### src/rtl/alu_result_demux8_if.sv
// Result-router bus: one input stream with a lane select, eight held output lanes.
interface alu_result_demux8_if #(
  parameter int WIDTH = 32
);
  logic               in_valid;
  logic               in_ready;
  logic [WIDTH-1:0]   in_data;
  logic [2:0]         opsel;
  logic [8*WIDTH-1:0] out_data;
  logic [7:0]         out_valid;
  logic [7:0]         out_ready;
  logic [3:0]         occupancy;

  modport master (
    output in_valid, in_data, opsel, out_ready,
    input  in_ready, out_data, out_valid, occupancy
  );

  modport slave (
    input  in_valid, in_data, opsel, out_ready,
    output in_ready, out_data, out_valid, occupancy
  );
endinterface

### src/rtl/alu_result_demux8.sv
// Registered 1-to-8 result router: a word is visible on its lane the edge after accept.
// Backpressure is per selected lane only; a full lane refills in the cycle it drains.
module alu_result_demux8 #(
  parameter int WIDTH = 32
) (
  input  logic               clk,
  input  logic               rst_n,
  alu_result_demux8_if.slave bus
);

  logic [8*WIDTH-1:0] r_data;
  logic [7:0]         r_valid;
  logic [3:0]         r_occ;

  logic [7:0]         w_wr;
  logic [7:0]         w_drain;
  logic [7:0]         w_next_valid;
  logic [3:0]         w_next_occ;

  // Only the selected lane can stall the input; in_valid is deliberately absent.
  assign bus.in_ready  = !r_valid[bus.opsel] || bus.out_ready[bus.opsel];
  assign bus.out_data  = r_data;
  assign bus.out_valid = r_valid;
  assign bus.occupancy = r_occ;

  always_comb begin
    w_wr = '0;
    if (bus.in_valid && bus.in_ready) begin
      w_wr[bus.opsel] = 1'b1;
    end
    w_drain      = r_valid & bus.out_ready;
    w_next_valid = (r_valid & ~w_drain) | w_wr;
    w_next_occ   = '0;
    for (int k = 0; k < 8; k++) begin
      w_next_occ = w_next_occ + {3'b000, w_next_valid[k]};
    end
  end

  always_ff @(posedge clk or negedge rst_n) begin
    if (!rst_n) begin
      r_data  <= '0;
      r_valid <= '0;
      r_occ   <= '0;
    end else begin
      r_valid <= w_next_valid;
      r_occ   <= w_next_occ;
      for (int k = 0; k < 8; k++) begin
        if (w_wr[k]) begin
          r_data[k*WIDTH +: WIDTH] <= bus.in_data;
        end
      end
    end
  end

endmodule

### src/flat_wrapper.sv
// flat-port wrapper written by rule: the top's interface ports become plain ports
module alu_result_demux8_flat 
#(
  parameter int WIDTH = 32
)
  (clk, rst_n, bus_in_valid, bus_in_data, bus_opsel, bus_out_ready, bus_in_ready, bus_out_data, bus_out_valid, bus_occupancy);
  alu_result_demux8_if #(.WIDTH(WIDTH)) bus_i ();
  input  logic clk;
  input  logic rst_n;
  input wire logic [$bits(bus_i.in_valid)-1:0] bus_in_valid;
  input wire logic [$bits(bus_i.in_data)-1:0] bus_in_data;
  input wire logic [$bits(bus_i.opsel)-1:0] bus_opsel;
  input wire logic [$bits(bus_i.out_ready)-1:0] bus_out_ready;
  output wire logic [$bits(bus_i.in_ready)-1:0] bus_in_ready;
  output wire logic [$bits(bus_i.out_data)-1:0] bus_out_data;
  output wire logic [$bits(bus_i.out_valid)-1:0] bus_out_valid;
  output wire logic [$bits(bus_i.occupancy)-1:0] bus_occupancy;
  assign bus_i.in_valid = bus_in_valid;
  assign bus_i.in_data = bus_in_data;
  assign bus_i.opsel = bus_opsel;
  assign bus_i.out_ready = bus_out_ready;
  assign bus_in_ready = bus_i.in_ready;
  assign bus_out_data = bus_i.out_data;
  assign bus_out_valid = bus_i.out_valid;
  assign bus_occupancy = bus_i.occupancy;
  alu_result_demux8 #(.WIDTH(WIDTH)) u_core (.clk(clk), .rst_n(rst_n), .bus(bus_i));
endmodule
### config.mk
export PLATFORM = sky130hd
export DESIGN_NAME = alu_result_demux8_flat
export DESIGN_NICKNAME = d
export VERILOG_FILES = /design/src/rtl/alu_result_demux8_if.sv /design/src/rtl/alu_result_demux8.sv /design/src/flat_wrapper.sv
export SDC_FILE = /design/constraint.sdc
export NUM_CORES = 1
export LEC_CHECK = 0
export CORE_MARGIN = 3
export CORE_UTILIZATION = 25
export DETAILED_ROUTE_END_ITERATION = 6
export RECOVER_POWER = 25
export SYNTH_ARGS = -nofsm -noshare
export SYNTH_HDL_FRONTEND = slang
export SYNTH_SLANG_ARGS = --single-unit
### constraint.sdc
create_clock -name clk -period 8 [get_ports clk]
set_input_delay 1.6 -clock clk [delete_from_list [all_inputs] [get_ports clk]]
set_output_delay 1.6 -clock clk [all_outputs]
set_load 0.05 [all_outputs]
### Word-level counts from Yosys, hierarchy flattened

Index checks and enable logic that the tools add are counted.
W data, S select, Z words.

| word-level totals | value |
|---|---|
| input bits | 46 |
| output and inout port bits | 269 |
| bits in registers | 268 |
| word-level logic and storage cells | 34 |

| cells by class | value |
|---|---|
| reduce and logical (&&, ||, !) cells | 4 |
| bitwise logic cells | 4 |
| magnitude comparators | 2 |
| add/sub/neg operators | 7 |
| muxes and demuxes | 7 |

Operators by type and width:

| cell | count |
|---|---|
| $add A4 B1 Y4 | 6 |
| $and A8 B8 Y8 | 2 |
| $mux W8 | 1 |
| $not A8 Y8 | 1 |
| $or A8 B8 Y8 | 1 |
| $bmux W1 S3 | 2 |
| $lt A3 B4 Y1 const B | 1 |
| $demux W1 S3 | 1 |
| $ge A3 B1 Y1 const B | 1 |
| $mux W1 | 3 |
| $add A1 B1 Y2 | 1 |
| $logic_and A1 B1 Y1 | 2 |
| $logic_not A1 Y1 | 1 |
| $logic_or A1 B1 Y1 | 1 |

### Depth between registers and ports, before layout

| depth | value |
|---|---|
| word-level depth | 14 |
| gate-level depth with buffers | 15 |
| gate-level depth less buffers | 12 |

### Worst setup path before layout

Ideal clock, no wire load.

| path | value |
|---|---|
| path kind | in2reg |
| start | input bus_opsel[0] |
| end | register u_core.r_occ[2] (netlist: u_core.bus.occupancy[2]) |
| required time | 7.877 ns |
| cell stages on the path | 15 |
| setup time | 0.123 ns |
| data arrival time | 5.544 ns |
| slack | 2.333 ns |
| buffers on the path | 3 |
| path through | buf_6 -> mux4_2 -> mux2_2 -> buf_6 -> o21ai_4 -> buf_2 -> o21ai_0 -> ha_1 -> inv_1 -> fa_1 -> inv_1 -> fa_1 -> fa_1 -> fa_1 -> xor2_1 |

| between the ends | value |
|---|---|
| longest elaborated chain between the ends | 14 |
| elaborated cells on any way between the ends | 21 |
| those cells by class | add/sub: 7; order compare: 2; mux: 7; bitwise: 1; reduce/logical: 4 |

Ends and longest elaborated chain:

| what | RTL line | source |
|---|---|---|
| start, declared | flat_wrapper.sv:12 | `input wire logic [$bits(bus_i.opsel)-1:0] bus_opsel;` |
| branches (longest 5 deep; another with $lt A3 B4 Y1) | -- |  |
| $mux W8 * | alu_result_demux8.sv:28 | `if (bus.in_valid && bus.in_ready) begin` |
| $or A8 B8 Y8 * | alu_result_demux8.sv:32 | `w_next_valid = (r_valid & ~w_drain) \| w_wr;` |
| net u_core.w_next_valid[0] | alu_result_demux8.sv:17 | `logic [7:0] w_next_valid;` |
| $add A1 B1 Y2 * | alu_result_demux8.sv:35 | `w_next_occ = w_next_occ + {3'b000, w_next_valid[k]};` |
| $add A4 B1 Y4 * (6 in a row) | alu_result_demux8.sv:35 |  |
| net u_core.w_next_occ[2] | alu_result_demux8.sv:18 | `logic [3:0] w_next_occ;` |
| end signal, assigned | alu_result_demux8.sv:46 | `r_occ <= w_next_occ;` |
| end, declared | alu_result_demux8.sv:13 | `logic [3:0] r_occ;` |

Mark *: on every way through the listed nets, which the timed path passes. The select of a mux whose other input is x is not followed.
A chain may end at the register's enable or synchronous reset.

### Worst setup path in the final report

| path | value |
|---|---|
| start | input bus_opsel[2] |
| end | output bus_in_ready |

| between the ends | value |
|---|---|
| longest elaborated chain between the ends | 4 |
| elaborated cells on any way between the ends | 6 |
| those cells by class | mux: 4; reduce/logical: 2 |

Ends and longest elaborated chain:

| what | RTL line | source |
|---|---|---|
| $bmux W1 S3 | alu_result_demux8.sv:21 | `assign bus.in_ready = !r_valid[bus.opsel] \|\| bus.out_ready[bus.opsel];` |
| $mux W1 (not written as such) | alu_result_demux8.sv:21 |  |
| $logic_not A1 Y1 | alu_result_demux8.sv:21 |  |
| $logic_or A1 B1 Y1 * | alu_result_demux8.sv:21 |  |
| end, declared | flat_wrapper.sv:14 | `output wire logic [$bits(bus_i.in_ready)-1:0] bus_in_ready;` |

Every way passes the cells marked *; elsewhere a longest branch is shown, timed or not. The select of a mux whose other input is x is not followed.

==> impl_table.tex <==
\begin{tabular}{lr}
\hline
Metric & Value \\
\hline
\multicolumn{2}{l}{\textbf{Run status}} \\
\quad Result of the run & finished, violations left \\
\quad Failing checks & max-capacitance violations, max-slew violations \\
\multicolumn{2}{l}{\textbf{Clock network}} \\
\quad Hold-fix buffer count after cts & 0 \\
\quad Resized cells post-CTS & 0 \\
\quad Worst-case clock buffer depth & 3 \\
\quad Clock edge transition at the registers on the reported setup and hold paths & 60 ps \\
\quad Later-pin clock latency in the skew report & 560 ps \\
\quad Number of buffers created by CTS & 31 \\
\quad Buffer count from post-CTS setup fixing & 0 \\
\quad CTS H-tree lvls & 1 \\
\quad Num Clock Sinks & 268 \\
\quad Clock tree root driver cell & sky130\_fd\_sc\_hd\_\_clkbuf\_16 \\
\quad Clock tree from TritonCTS & built \\
\multicolumn{2}{l}{\textbf{Final layout}} \\
\quad Commonest cells after routing, fill and taps aside & 313 x sky130\_fd\_sc\_hd\_\_clkdlybuf4s50\_1, 268 x sky130\_fd\_sc\_hd\_\_dfrtp\_1, 199 x sky130\_fd\_sc\_hd\_\_mux2\_2 \\
\quad Area Growth Syn to Fin & 44.8\% \\
\quad Final cell area excluding filler cells & 15100 um\^{}2 \\
\quad Layout cells sized above 1 & 30.9\% \\
\quad Leading cell type in the layout, fill and taps excluded & sky130\_fd\_sc\_hd\_\_clkdlybuf4s50\_1 \\
\quad Sequential cell area & 6710 um\^{}2 \\
\quad Diode insertion count for antenna repair & 0 \\
\quad Total Nets Final & 994 \\
\quad Final cell utilization of the core & 36.8\% \\
\quad Multi-input gate area in the final layout & 3510 um\^{}2 \\
\quad Count of filler cells inserted in the layout & 3973 \\
\multicolumn{2}{l}{\textbf{Global routing}} \\
\quad Number of antenna violations at the first check in global routing & 0 \\
\quad Global Route Usage Sum & 13.4\% \\
\quad Largest net degree at the start of global routing & 146 \\
\quad Wire length of the first global-routing pass & 45700 um \\
\quad Grt total ovfl & 0 \\
\quad Via count of the first global-routing pass & 7057 \\
\multicolumn{2}{l}{\textbf{Timing}} \\
\quad Fraction of the cycle the final worst path needs & 75.5\% \\
\quad Final Skew & 13.9 ps \\
\quad Slew Limit Headroom & -145\% \\
\quad Highest clock frequency the design can meet & 166 MHz \\
\quad Minimum period implied by the final worst setup slack & 6040 ps \\
\quad PnR worst setup slack & 1960 ps \\
\quad Final setup violation count & 0 \\
\quad Least-Margin Pin Slew & 3670 ps \\
\quad Number of hold violations in the final report & 0 \\
\quad Unrepaired setup endpoints after global routing & no \\
\quad Aggregate negative setup slack & 0 ps \\
\quad Max-slew violation count & 146 \\
\multicolumn{2}{l}{\textbf{Critical path}} \\
\quad Kind of end point of the critical path & output port \\
\quad Reg-to-reg critical path endpoint & u\_core.bus.occupancy[2] \\
\quad Required time at the endpoint of the critical path & 6400 ps \\
\quad Setup slack of the most critical reg-to-reg path & 3980 ps \\
\quad Kind of launch point of the worst setup path & input port \\
\quad Depth of the worst register-to-register path & 12 \\
\quad Arrival @ worst endpoint & 4440 ps \\
\quad Type of the setup path with the least slack & input port to output port \\
\quad Worst Path Max Fanout & 8 \\
\quad Launch point of the worst reg-to-reg path & u\_core.bus.out\_valid[3] \\
\multicolumn{2}{l}{\textbf{Worst hold path}} \\
\quad Min-delay src & u\_core.bus.out\_data[0] \\
\quad Worst hold path cell count & 1 \\
\quad Hold crit path type & flip-flop to flip-flop \\
\quad Worst Hold Path EP & u\_core.bus.out\_data[0] \\
\multicolumn{2}{l}{\textbf{Detailed routing}} \\
\quad Via density per instance & 4.34 \\
\quad Average wire length per cell after detail routing & 20.2 um \\
\quad DRC violation total after the first TritonRoute iteration & 244 \\
\quad Post-detailed-routing wire length & 30200 um \\
\quad Via count & 6489 \\
\quad Detail Route Antenna Nets & 0 \\
\quad First-pass iteration count of the detailed router & 4 \\
\quad Drc violations & 0 \\
\multicolumn{2}{l}{\textbf{Floorplanning}} \\
\quad Die ar. & 44300 um\^{}2 \\
\quad Height of the chip & 211 um \\
\quad Initial Utilization & 25.4\% \\
\quad Number of top-level design ports & 315 \\
\quad Number of cell rows & 74 \\
\quad Die outline width & 211 um \\
\quad Placeable Area & 41100 um\^{}2 \\
\multicolumn{2}{l}{\textbf{Power and ir drop}} \\
\quad Power Dens Cells & 373 nW/um\^{}2 \\
\quad Peak supply drop & 0.201 mV \\
\quad Power after layout & 5650 uW \\
\quad Leakage dissipation & 0.00644 uW \\
\multicolumn{2}{l}{\textbf{Placement}} \\
\quad Weighted congestion reported at the end of routability-driven placement & 0.792 \\
\quad Cell area after placement & 14200 um\^{}2 \\
\quad Number of input and output port buffers inserted & 314 \\
\quad Setup WS pre-CTS & 1720 ps \\
\quad DP HPWL & 19200 um \\
\multicolumn{2}{l}{\textbf{Logic synthesis}} \\
\quad Post-synthesis sequential element count & 268 \\
\quad Mean area per synthesized cell & 17.1 um\^{}2 \\
\quad Post-synthesis cell count & 613 \\
\quad Cell area after synthesis & 10500 um\^{}2 \\
\quad Mapped Nets & 666 \\
\quad Number of warnings printed during yosys synthesis & 0 \\
\quad Sequential share of the synthesized area & 64.1\% \\
\quad Count of different cell masters after synthesis & 26 \\
\multicolumn{2}{l}{\textbf{Job}} \\
\quad Max-cap check violation count & 1 \\
\hline
\end{tabular}
[how the worst max path moves through the flow]
stage                              end  slack, ps    startpoint
2_1_floorplan  u_core.bus.occupancy[2]       2330  bus_opsel[0]
3_3_place_gp   u_core.bus.occupancy[2]       1820  bus_opsel[0]
3_5_place_dp   u_core.bus.occupancy[2]       1720  bus_opsel[0]
4_1_cts                   bus_in_ready       1970  bus_opsel[2]
5_1_grt        u_core.bus.out_data[57]       1850         rst_n
6_report                  bus_in_ready       1960  bus_opsel[2]
[power breakdown]
part | switching [uW] | internal, uW
combinational | 1570 | 828
sequential | 169 | 1690
clock | 553 | 843
total | 2290 | 3360
[Yosys cell counts]
cell                          n  area [um^2]
sky130_fd_sc_hd__dfrtp_1    268         6710
sky130_fd_sc_hd__mux2_2     199         2240
sky130_fd_sc_hd__mux2_1      30          338
sky130_fd_sc_hd__mux2_4      29          435
sky130_fd_sc_hd__buf_2       13         65.1
sky130_fd_sc_hd__inv_1       11         41.3
sky130_fd_sc_hd__buf_6        9          101
sky130_fd_sc_hd__o21ai_0      8         40.0
sky130_fd_sc_hd__nor2_1       7         26.3
sky130_fd_sc_hd__buf_4        6         45.0
sky130_fd_sc_hd__o21ai_4      5         81.3
sky130_fd_sc_hd__fa_1         4         80.1
sky130_fd_sc_hd__nand2b_1     4         25.0
sky130_fd_sc_hd__ha_1         3         37.5
sky130_fd_sc_hd__mux4_2       3         67.6
sky130_fd_sc_hd__o21a_1       3         22.5
sky130_fd_sc_hd__nand2_1      2         7.51
sky130_fd_sc_hd__a21o_1       1         7.51
sky130_fd_sc_hd__a21oi_1      1         5.00
sky130_fd_sc_hd__a22oi_4      1         21.3
sky130_fd_sc_hd__mux2i_1      1         10.0
sky130_fd_sc_hd__nor2b_1      1         6.26
sky130_fd_sc_hd__nor3_1       1         5.00
sky130_fd_sc_hd__o2111ai_4    1         26.3
sky130_fd_sc_hd__o21ai_2      1         8.76
sky130_fd_sc_hd__xor2_1       1         8.76
[flip-flops by register name, indices dropped and copies added, names as in the netlist]
name,flops
u_core.bus.out_data,256
u_core.bus.out_valid,8
u_core.bus.occupancy,4
[cell families (layout without fill, tap and decap cells)]
logic type	after synthesis	in the layout	share of synthesized area [%]
compound gates	21	21	2.03
xor+xnor	1	1	0.0837
fa+ha+maj	7	7	1.12
buf+inv	39	389	2.42
flops	268	268	64.1
mux	262	262	29.6
simple gates	15	15	0.670
[worst max-delay path, cell delays in order]
cell	delay [ps]
sky130_fd_sc_hd__clkdlybuf4s50_1	750
sky130_fd_sc_hd__mux4_2	600
sky130_fd_sc_hd__a22oi_4	410
sky130_fd_sc_hd__o21ai_0	160
sky130_fd_sc_hd__nand2b_1	100
sky130_fd_sc_hd__clkdlybuf4s50_1	800
[per-layer routing]
metal / global-route usage [%] / vias to the layer above / wire (um)
met5: 0 / - / 0
met4: 4.36 / 0 / 827
met3: 4.35 / 50 / 2440
met2: 22.6 / 236 / 14700
met1: 16.4 / 3374 / 12300
li1: - / 2829 / -
[stage by stage]
step	cells	hold slack, ps
final	1495	488
after global routing	1495	504
after CTS	1495	494
after detailed placement	1440	480
after global placement	1440	473
after floorplan	613	793
[area by class of cell]
type / instances / share of cell area [%]
Timing Repair Buffer: 323 / 21.2
Sequential cell: 268 / 44.3
Multi-Input combinational cell: 306 / 23.2
Inverter: 11 / 0.273
Tap cell: 532 / 4.39
Clock inverter: 13 / 1.01
Clock buffer: 42 / 5.66
No activity file was read; power rests on OpenSTA's default activity.
